$ cat config.mk
export PLATFORM = sky130hd
export DESIGN_NAME = mac_acc_drain
export DESIGN_NICKNAME = d
export VERILOG_FILES = /design/src/rtl/mac_acc_drain.sv
export SDC_FILE = /design/constraint.sdc
export NUM_CORES = 1
export LEC_CHECK = 0
export BUFFER_PORTS_ARGS = -buffer_cell sky130_fd_sc_hd__buf_2
export CORE_MARGIN = 10
export CORE_UTILIZATION = 45
export DETAILED_ROUTE_END_ITERATION = 8
export GPL_TIMING_DRIVEN = 0
export PLACE_DENSITY = 0.66
export SYNTH_ARGS = -nofsm -noshare
export SYNTH_HDL_FRONTEND = slang
export SYNTH_SLANG_ARGS = --single-unit
$ cat constraint.sdc
create_clock -name CLK -period 6.7 [get_ports CLK]
set_input_delay 1.34 -clock CLK [delete_from_list [all_inputs] [get_ports CLK]]
set_output_delay 1.34 -clock CLK [all_outputs]
set_load 0.01 [all_outputs]
$ cat src/rtl/mac_acc_drain.sv
// Drains LEN MAC results from the upstream MAC stage and accumulates them into a 64-bit sum.
// Define MAC_ACC_SAT_EN to saturate the sum on carry-out instead of wrapping.
module mac_acc_drain #(
    parameter int LEN_W = 8
) (
    input  logic             CLK,
    input  logic             RST,
    input  logic             start,
    input  logic [LEN_W-1:0] len,
    input  logic [63:0]      in_data,
    input  logic             in_rdy,
    output logic             in_en,
    output logic [63:0]      out_sum,
    output logic             out_valid,
    input  logic             out_ready,
    output logic             busy,
    output logic             ovf
);

    localparam int DATA_W = 64;

    typedef enum logic [1:0] {IDLE, ACC, DONE} state_t;

    state_t            state;
    logic [DATA_W-1:0] sum;
    logic [LEN_W-1:0]  cnt;
    logic [LEN_W-1:0]  cnt_nxt;
    logic [LEN_W-1:0]  len_q;
    logic              ovf_q;

    function automatic logic carry_out(input logic [DATA_W-1:0] a, input logic [DATA_W-1:0] b);
        return (a + b) < a;
    endfunction

    // Once saturated at all-ones, any further non-zero addend carries again, so the sum stays pinned.
    function automatic logic [DATA_W-1:0] acc_add(input logic [DATA_W-1:0] a, input logic [DATA_W-1:0] b);
`ifdef MAC_ACC_SAT_EN
        if (carry_out(a, b))
            return '1;
        return a + b;
`else
        return a + b;
`endif
    endfunction

    assign cnt_nxt = cnt + LEN_W'(1);

    always_ff @(posedge CLK) begin
        if (RST) begin
            state <= IDLE;
            sum   <= '0;
            cnt   <= '0;
            len_q <= '0;
            ovf_q <= 1'b0;
        end else begin
            case (state)
                IDLE: begin
                    if (start) begin
                        sum   <= '0;
                        cnt   <= '0;
                        ovf_q <= 1'b0;
                        len_q <= len;
                        state <= (len == '0) ? DONE : ACC;
                    end
                end
                ACC: begin
                    if (in_rdy) begin
                        sum <= acc_add(sum, in_data);
                        cnt <= cnt_nxt;
                        if (carry_out(sum, in_data))
                            ovf_q <= 1'b1;
                        if (cnt_nxt == len_q)
                            state <= DONE;
                    end
                end
                DONE: begin
                    if (out_ready)
                        state <= IDLE;
                end
                default: state <= IDLE;
            endcase
        end
    end

    // The pop strobe is a direct gate of in_rdy so a result is taken in the same cycle it is offered.
    assign in_en     = (state == ACC) && in_rdy;
    assign out_sum   = sum;
    assign out_valid = (state == DONE);
    assign busy      = (state != IDLE);
    assign ovf       = ovf_q;

endmodule
* After elaboration in Yosys (flattened, before gate mapping) *
Cells that the tools add are included.

storage, ports and cells
  flip-flop bits (word level) = 83
  input port bits = 77
  output and inout port bits = 68
  logic and storage cells = 41

cells by class
  add/sub/neg operators = 2
  muxes and demuxes = 16
  $lt $le $gt $ge = 1
  equality and inequality tests = 8
  reductions and logical operators = 9

operators with widths
  operator             number
  $mux 64              2
  $pmux 64 s2          1
  $add 64x64->64       1
  $lt 64x64->1         1
  $mux 8               2
  $pmux 8 s2           1
  $mux 2               5
  $add 8x1->8 const B  1
  $eq 8x8->1           1
  $logic_not 8->1      1
  $ne 2x2->1 const B   4
  $reduce_and 4->1     2
  $pmux 2 s3           1
  $reduce_bool 2->1    2
  $mux 1               3
  $reduce_and 3->1     1
  $eq 2x1->1 const B   1
  $eq 2x2->1 const B   1
  $logic_not 2->1      1
  $ne 2x1->1 const B   1
  $pmux 1 s2           1
  $reduce_and 2->1     1
  $logic_and 1x1->1    1

* Logic depth before layout (Yosys ltp) *
Gate-level depths: netlist (run 1).

  word-level depth = 5
  gate-level depth with buffers = 23
  depth with buffers taken out = 23

* Least setup slack after synthesis (run 1) *
No wires, ideal clock.

  path kind = input port to flip-flop
  start point = input in_data[40]
  end point = register ovf_q, in the netlist ovf
  setup time = 0.058 ns
  data arrival time = 5.345 ns
  path slack = 1.296 ns
  cell stages on the path = 20
  required time = 6.642 ns
  path buffers = 1
  cell sequence = ha_1 > buf_4 > nand4_4 > or4_4 > or4_4 > o22a_1 > o21ai_2 > o31ai_4 > o41ai_4 > xor2_1 > ha_1 > a21o_1 > a21o_1 > a21o_1 > a21oi_1 > nor2_1 > a211oi_1 > nor2_1 > a2111oi_0 > o21a_1

on the way
  cells in the longest elaborated chain, start to end = 4

RTL lines
  what                               line  RTL
  start, declared                    10    input logic [63:0] in_data,
  $add 64x64->64                     32    return (a + b) < a;
  $lt 64x64->1                       32
  $ne 2x2->1 (no source line)        -
  $reduce_and 4->1 (no source line)  -
  end signal, assigned               54    ovf_q <= 1'b0;
  end signal, assigned               61    ovf_q <= 1'b0;
  end signal, assigned               71    ovf_q <= 1'b1;
  end, declared                      29    logic ovf_q;

Every way passes these cells.
A chain may end at the register's enable or synchronous reset.

* Final worst setup path (run 1) *
  start point = input in_data[0]
  end point = register ovf_q, in the netlist ovf

Same word-level chain as after synthesis.

==> results of run 1 <==
[through the flow]
stage               power [mW]  instance area [sq um]
floorplan                 1.05                   8360
global placement          1.25                   9370
detailed placement        1.26                   9370
CTS                       1.75                   9640
global route              1.87                   9670
finish                    1.75                   9670
[what timing repair did]
action	CTS	global route
setup endpoints to repair	0	1
resized for setup	0	3
buffers inserted	0	2
endpoints found under the hold margin	0	0
[synth_stat cells, types with 5 or more instances]
| library cell | n | area share |
|---|---|---|
| nand2_1 | 88 | 0.040 |
| nand3_1 | 14 | 0.0084 |
| nand2b_1 | 9 | 0.0067 |
| clkbuf_1 | 34 | 0.015 |
| xnor2_1 | 48 | 0.050 |
| o21ai_0 | 45 | 0.027 |
| a22oi_1 | 30 | 0.027 |
| a22o_1 | 37 | 0.039 |
| xor2_1 | 26 | 0.027 |
| nor2_1 | 70 | 0.031 |
| nor4_1 | 7 | 0.0052 |
| a21o_1 | 52 | 0.047 |
| ha_1 | 128 | 0.19 |
| o21a_1 | 8 | 0.0072 |
| o21bai_1 | 15 | 0.013 |
| nand4_1 | 30 | 0.022 |
| inv_1 | 82 | 0.037 |
| a221oi_1 | 5 | 0.0052 |
| a21boi_0 | 6 | 0.0054 |
| and2_1 | 8 | 0.0060 |
| nor3_1 | 16 | 0.0096 |
| a31oi_1 | 7 | 0.0052 |
| dfxtp_1 | 83 | 0.20 |
| and3_1 | 10 | 0.0075 |
| o211ai_1 | 6 | 0.0054 |
| nor2b_1 | 13 | 0.0097 |
| buf_2 | 6 | 0.0036 |
| a21oi_1 | 107 | 0.064 |
| a211oi_1 | 5 | 0.0045 |
[layout make-up]
type	instances	share of cell area
buffer	47	0.0211
sequential	83	0.172
clock buffer	9	0.0233
multi-input combinational	856	0.640
timing repair buffer	146	0.0761
clock inverter	7	0.00531
tap	229	0.0296
inverter	83	0.0322
[power breakdown]
part           internal, mW  switching [mW]  leakage, nW
clock                 0.254           0.239        0.132
combinational         0.283           0.419         3.79
sequential            0.523          0.0331        0.673
total                  1.06           0.691         4.59
[flip-flops by register name, indices dropped and copies added, names as in the netlist]
signal / count
cnt: 8
len_q: 8
out_sum: 64
ovf: 1
state: 2
[layer usage]
layer,vias to the layer above,wire (microns),global-route usage
met4,0,614,0.0715
li1,4217,-,-
met5,-,0,0
met2,260,11200,0.325
met3,36,1520,0.0293
met1,3849,12300,0.276
[logic make-up after synthesis]
logic type      share of synthesized area
simple gates                        0.170
flops                               0.199
buf+inv                            0.0617
xor+xnor                           0.0775
compound gates                      0.297
mux                               0.00120
fa+ha+maj                           0.194
[path summary, 6_finish.rpt]
path                                 from                     to  slack, ns  cells after the start
setup / recovery               in_data[0]       ovf$_SDFFE_PP0P_       0.25                     22
hold / removal      len_q[0]$_SDFFE_PP0P_  len_q[0]$_SDFFE_PP0P_       0.48                      2
setup reg to reg  out_sum[0]$_SDFFE_PP0P_       ovf$_SDFFE_PP0P_       0.93                     21
hold reg to reg     len_q[0]$_SDFFE_PP0P_  len_q[0]$_SDFFE_PP0P_       0.48                      2
[worst max-delay path: stages]
cell	delay [ns]
buf_2	0.09
ha_1	0.17
inv_1	0.06
fa_1	0.40
nor2b_1	0.18
o2111ai_1	0.21
a2111oi_0	0.55
o21ai_0	0.40
a211oi_1	0.39
a21boi_0	0.25
o21ai_0	0.39
xor2_1	0.25
ha_1	0.28
nor2b_1	0.14
o21ai_0	0.16
nand2b_1	0.08
a21oi_1	0.15
nor2b_1	0.06
o21ai_0	0.17
nand2b_1	0.08
a2111oi_1	0.71
o21a_1	0.22
==> results.md, run 1 <==
* Die Y at 156 microns
* Cell area after synthesis at 8360 sq um
* Final Non-Filler Cells at 1460
* Initial antenna violation count at 0
* Worst setup SP type: primary input
* Power Dens Cells at 181 nW/um^2
* Clock skew at 0.00602 ns
* Setup TNS at 0 ns
* Final core utilization at 0.533
* Layout cell share with drive strength beyond 1 at 0.156
* Final Setup Violations at 0
* Clock-pin slew of the registers on the worst-case setup and hold paths at 0.07 ns
* Ys Warns at 0
* WL final at 25.6 mm
* FFs w/ async S/R, synth at 0
* Hold Fails Final Rpt at 0
* Fmax at 155 MHz
* Sink Count at 83
* CTS Root Cell: clkbuf_16
* # IOs at 145
* Vias/cell at 5.73
* Largest net degree at the start of global routing at 16
* Die width at 156 microns
* Syn nets at 1275
* Multi-input logic area at 6190 sq um
* DRT antenna net count at 0
* Slew headroom at 0.482
* Post-synth top flop: dfxtp_1
* Final min period at 6.45 ns
* Clk_lat worst skew at 0.35 ns
* Post-synthesis cell count at 1069
* Grt ovf at 0
* Placed insts at 1442
* DR iter-0 viols at 629
* Vias in the first global route at 8205
* Max clock buf depth at 2
* Critical path class: in2reg
* FILL cells at 1802
* Storage cell area at 1660 sq um
* Syn Area/Cell at 7.82 sq um
* Routed WL per cell at 17.6 microns
* CTS Hold Buffers Added at 0
* Fin crit share at 0.963
* Outcome: complete, no violations
* Leak at 4.59 nW
* Net count reported at finish at 1432
* Vias at 8362
* Setup crit end kind: flop
* Most frequent cells in the layout: buf_2, ha_1, a21oi_1, nand2_1, dfxtp_1
* Register area share after synthesis at 0.199
* Port Buffers at 144
* CTS HTree Levels at 3
* Initial Util at 0.461
* Max Cap Viol at 0
* RSZ-0062 raised after global routing: false
* Core area at 18100 sq um
* Final slew viol count at 0
* Initial DRT Pass Iterations at 6
* Slew @ Worst Pin at 0.776 ns
* Peak VDD IR at 0.129 mV
* Setup Slack @ Placement at -0.0900 ns
* Global-route usage over all layers at 0.204
* Worst Hold Class: reg2reg
* Synth-to-Final Area Change at 15.6%
* Row count at 49
* Post-synth cell types at 72
* Remaining DRCs at 0
* Peak fanout along the critical path at 3
* Commonest non-fill, non-tap cell in the layout: buf_2
* FF+latch count, synth at 83
* Number of synthesized flops with an enable pin at 0
* Placer Congestion at 0.917
* TritonCTS clock tree: built
* CP required at 7.00 ns
* Setup ws final at 0.248 ns
* Die area at 24400 sq um
* Hold WS at 0.477 ns
* Worst EP arrival at 6.75 ns
* CTS buffer count at 9
* Inserted Diodes at 0
* First-pass GRT wire length at 41.2 mm
* Post-DP HPWL at 21.0 mm
Power figures use the tool's default switching activity.
==> run 2, diff against run 1 <==
CORE_UTILIZATION = 35   (was 45)
PLACE_DENSITY = default   (was 0.66)
clock period = 7.3 ns   (was 6.7 ns; I/O delays follow)
==> run 2 against run 1 <==
Compared with the run above: flip-flop and latch count unchanged; sequential power is 8.3% lower; final area is 1.5% higher; worst hold slack barely moved; combinational power fell by 8.4%; clock power increased by 8.5%; clock-buffer cell count stayed put; largest cell class unchanged.
==> results.md, run 2 (synthesis gave the netlist of run 1 again) <==
* Die area at 30500 sq um (was 24400 sq um)
* Cells along the critical path: buf_2 -> ha_1 -> inv_1 -> fa_1 -> nor2b_1 -> o2111ai_1 -> a2111oi_0 -> o21ai_0 -> a211oi_1 -> a21boi_0 -> xnor2_1 -> ha_1 -> nand4_1 -> nor4_1 -> o311ai_0 -> o2111ai_1 -> nor3_1 -> nor3_1 -> a2111oi_0 -> o21a_1 (was buf_2 -> ha_1 -> inv_1 -> fa_1 -> nor2b_1 -> o2111ai_1 -> a2111oi_0 -> o21ai_0 -> a211oi_1 -> a21boi_0 -> o21ai_0 -> xor2_1 -> ha_1 -> nor2b_1 -> o21ai_0 -> nand2b_1 -> a21oi_1 -> nor2b_1 -> o21ai_0 -> nand2b_1 -> a2111oi_1 -> o21a_1)
* Peak fanout along the critical path at 3 (unchanged)
* Reg2Reg Depth at 19 (was 21)
* Global-route usage over all layers at 0.173 (was 0.204)
* Clock skew at 0.0103 ns (was 0.00602 ns)
* Design internal power at 1.04 mW (was 1.06 mW)
* First-pass GRT wire length at 43.6 mm (was 41.2 mm)
* Core area at 23500 sq um (was 18100 sq um)
* Grt ovf at 0 (unchanged)
* Vias in the first global route at 8281 (was 8205)
* Peak VDD IR at 0.0842 mV (was 0.129 mV)
* CTS buffer count at 9 (unchanged)
* Hold_sp: len_q[3]$_SDFFE_PP0P_ (was len_q[0]$_SDFFE_PP0P_)
* Clock-pin slew of the registers on the worst-case setup and hold paths at 0.07 ns (about the same)
* Setup crit end kind: flop (unchanged)
* Row count at 56 (was 49)
* Switching pwr at 643 uW (was 691 uW)
* Worst EP arrival at 6.88 ns (was 6.75 ns)
* RSZ-0062 raised after global routing: false (unchanged)
* Most frequent cells in the layout: buf_2, ha_1, a21oi_1, nand2_1, dfxtp_1 (unchanged)
* Die Y at 175 microns (was 156 microns)
* Fin crit share at 0.908
* CP max-delay cell: nor4_1 (was a2111oi_1)
* Layout cell share with drive strength beyond 1 at 0.154 (was 0.156)
* Multi-input logic area at 6180 sq um (was 6190 sq um)
* Slew @ Worst Pin at 0.836 ns (was 0.776 ns)
* Clk network pwr share at 0.317 (was 0.281)
* TritonCTS clock tree: built (unchanged)
* Vias at 8364 (was 8362)
* Hold Fails Final Rpt at 0 (unchanged)
* Worst Hold Class: reg2reg (unchanged)
* Initial Util at 0.356 (was 0.461)
* CTS Root Cell: clkbuf_16 (unchanged)
* WL final at 26.8 mm (was 25.6 mm)
* RR Endpoint: ovf$_SDFFE_PP0P_ (unchanged)
* Setup slack, reg-to-reg at 1.47 ns (was 0.93 ns)
* Critical path class: in2reg (unchanged)
* FILL cells at 2428 (was 1802)
* Final min period at 6.63 ns
* Hold WS at 0.477 ns (about the same)
* DR iter-0 viols at 496 (was 629)
* Hold-critical path depth at 2 (unchanged)
* Storage cell area at 1660 sq um (unchanged)
* Routed WL per cell at 17.3 microns (was 17.6 microns)
* Port Buffers at 144 (unchanged)
* Comb pwr share at 0.381 (was 0.401)
* CTS HTree Levels at 3 (unchanged)
* Initial DRT Pass Iterations at 5 (was 6)
* Final Setup Violations at 0 (unchanged)
* Leak at 4.61 nW (was 4.59 nW)
* Die width at 175 microns (was 156 microns)
* Placer Congestion at 0.888 (was 0.917)
* Max incr delay on CP at 0.79 ns (was 0.71 ns)
* Outcome: complete, no violations (unchanged)
* Worst hold endpoint: len_q[3]$_SDFFE_PP0P_ (was len_q[0]$_SDFFE_PP0P_)
* Slew headroom at 0.438 (was 0.482)
* Sink Count at 83 (unchanged)
* Clk_lat worst skew at 0.36 ns (was 0.35 ns)
* Setup TNS at 0 ns (unchanged)
* Commonest non-fill, non-tap cell in the layout: buf_2 (unchanged)
* CP required at 7.55 ns (was 7.00 ns)
* Worst setup SP type: primary input (unchanged)
* Post-DP HPWL at 22.0 mm (was 21.0 mm)
* # IOs at 145 (unchanged)
* Net Sw Frac at 0.381 (was 0.395)
* Power Dens Cells at 172 nW/um^2 (was 181 nW/um^2)
* Max Cap Viol at 0 (unchanged)
* Initial antenna violation count at 1 (was 0)
* Vias/cell at 5.40 (was 5.73)
* DRT antenna net count at 0 (unchanged)
* Largest net degree at the start of global routing at 17 (was 16)
* Worst r2r src: out_sum[0]$_SDFFE_PP0P_ (unchanged)
* Max FFs per register at 64 (unchanged)
* Design area at 9810 sq um (was 9670 sq um)
* Remaining DRCs at 0 (unchanged)
* Flop pwr share at 0.302 (was 0.318)
* CTS Hold Buffers Added at 0 (unchanged)
* Net count reported at finish at 1430 (was 1432)
* Max clock buf depth at 2 (unchanged)
* Final slew viol count at 0 (unchanged)
* Post-Place Cell Area at 9480 sq um (was 9370 sq um)
* Synth-to-Final Area Change at 17.4% (was 15.6%)
* Fmax at 151 MHz
-- run 2: cell count changes in the layout (fill, tap and decap cells not counted) --
cell | before | now
buf_4 | 5 | 3
bufinv_16 | 0 | 2
clkinv_2 | 2 | 0
clkinvlp_4 | 2 | 0
inv_6 | 2 | 4
a2111oi_0 | 2 | 3
a2111oi_1 | 2 | 1
diode_2 | 0 | 1
nor4_1 | 6 | 7
nor4_2 | 1 | 0
-- run 2: timing repair --
action                                  in CTS  in global routing
endpoints found under the setup margin       0                  1
setup buffers                                0                  0
resized for setup                            0                  1
-- run 2: cell type report --
class | count | area share
multi-input cells | 856 | 0.630
flip-flops and latches | 83 | 0.169
repair buffers | 144 | 0.0735
well taps | 319 | 0.0407
inverters | 83 | 0.0318
clock buffers | 9 | 0.0230
plain buffers | 47 | 0.0208
clock inverters | 7 | 0.0106
diodes | 1 | 0.000255
-- run 2: critical path: cells and delay by family --
| family | cells | cell delay [ns] |
|---|---|---|
| compound gates | 9 | 2.64 |
| fa+ha+maj | 3 | 0.90 |
| buf+inv | 2 | 0.15 |
| simple gates | 5 | 1.52 |
| xor+xnor | 1 | 0.21 |
-- run 2: power groups by stage --
stage	logic [mW]	registers (mW)	clock network, mW
floorplan	0.443	0.522	0
global placement	0.630	0.520	0
detailed placement	0.636	0.520	0
CTS	0.641	0.510	0.548
global route	0.730	0.515	0.567
finish	0.643	0.510	0.534
-- run 2: worst max-delay path by stage --
stage / startpoint / depth (start not counted) / slack (ns) / end
CTS: in_data[10] / 23 / 0.59 / ovf$_SDFFE_PP0P_
global placement: in_data[10] / 23 / 0.19 / ovf$_SDFFE_PP0P_
detailed placement: in_data[10] / 23 / 0.24 / ovf$_SDFFE_PP0P_
floorplan: in_data[40] / 20 / 1.78 / ovf$_SDFFE_PP0P_
finish: in_data[0] / 20 / 0.67 / ovf$_SDFFE_PP0P_
global route: in_data[10] / 23 / 0.1 / ovf$_SDFFE_PP0P_
-- run 2: per-layer routing --
metal,share of wire,GRT usage,vias to the layer above,wire (microns)
met1,0.48,0.229,3886,12800
met3,0.062,0.0410,26,1660
li1,-,-,4226,-
met5,0,0,-,0
met4,0.015,0.0420,0,403
met2,0.44,0.276,226,11900
-- run 2: metrics by stage --
step / util / power [mW] / setup WS, ns / cells
2_1_floorplan: - / 0.965 / 1.78 / 1069
5_1_grt: 0.418 / 1.81 / 0.0957 / 1549
3_3_place_gp: 0.404 / 1.15 / 0.189 / 1532
4_1_cts: 0.418 / 1.70 / 0.589 / 1548
6_report: 0.418 / 1.69 / 0.669 / 1549
3_5_place_dp: 0.404 / 1.16 / 0.244 / 1532
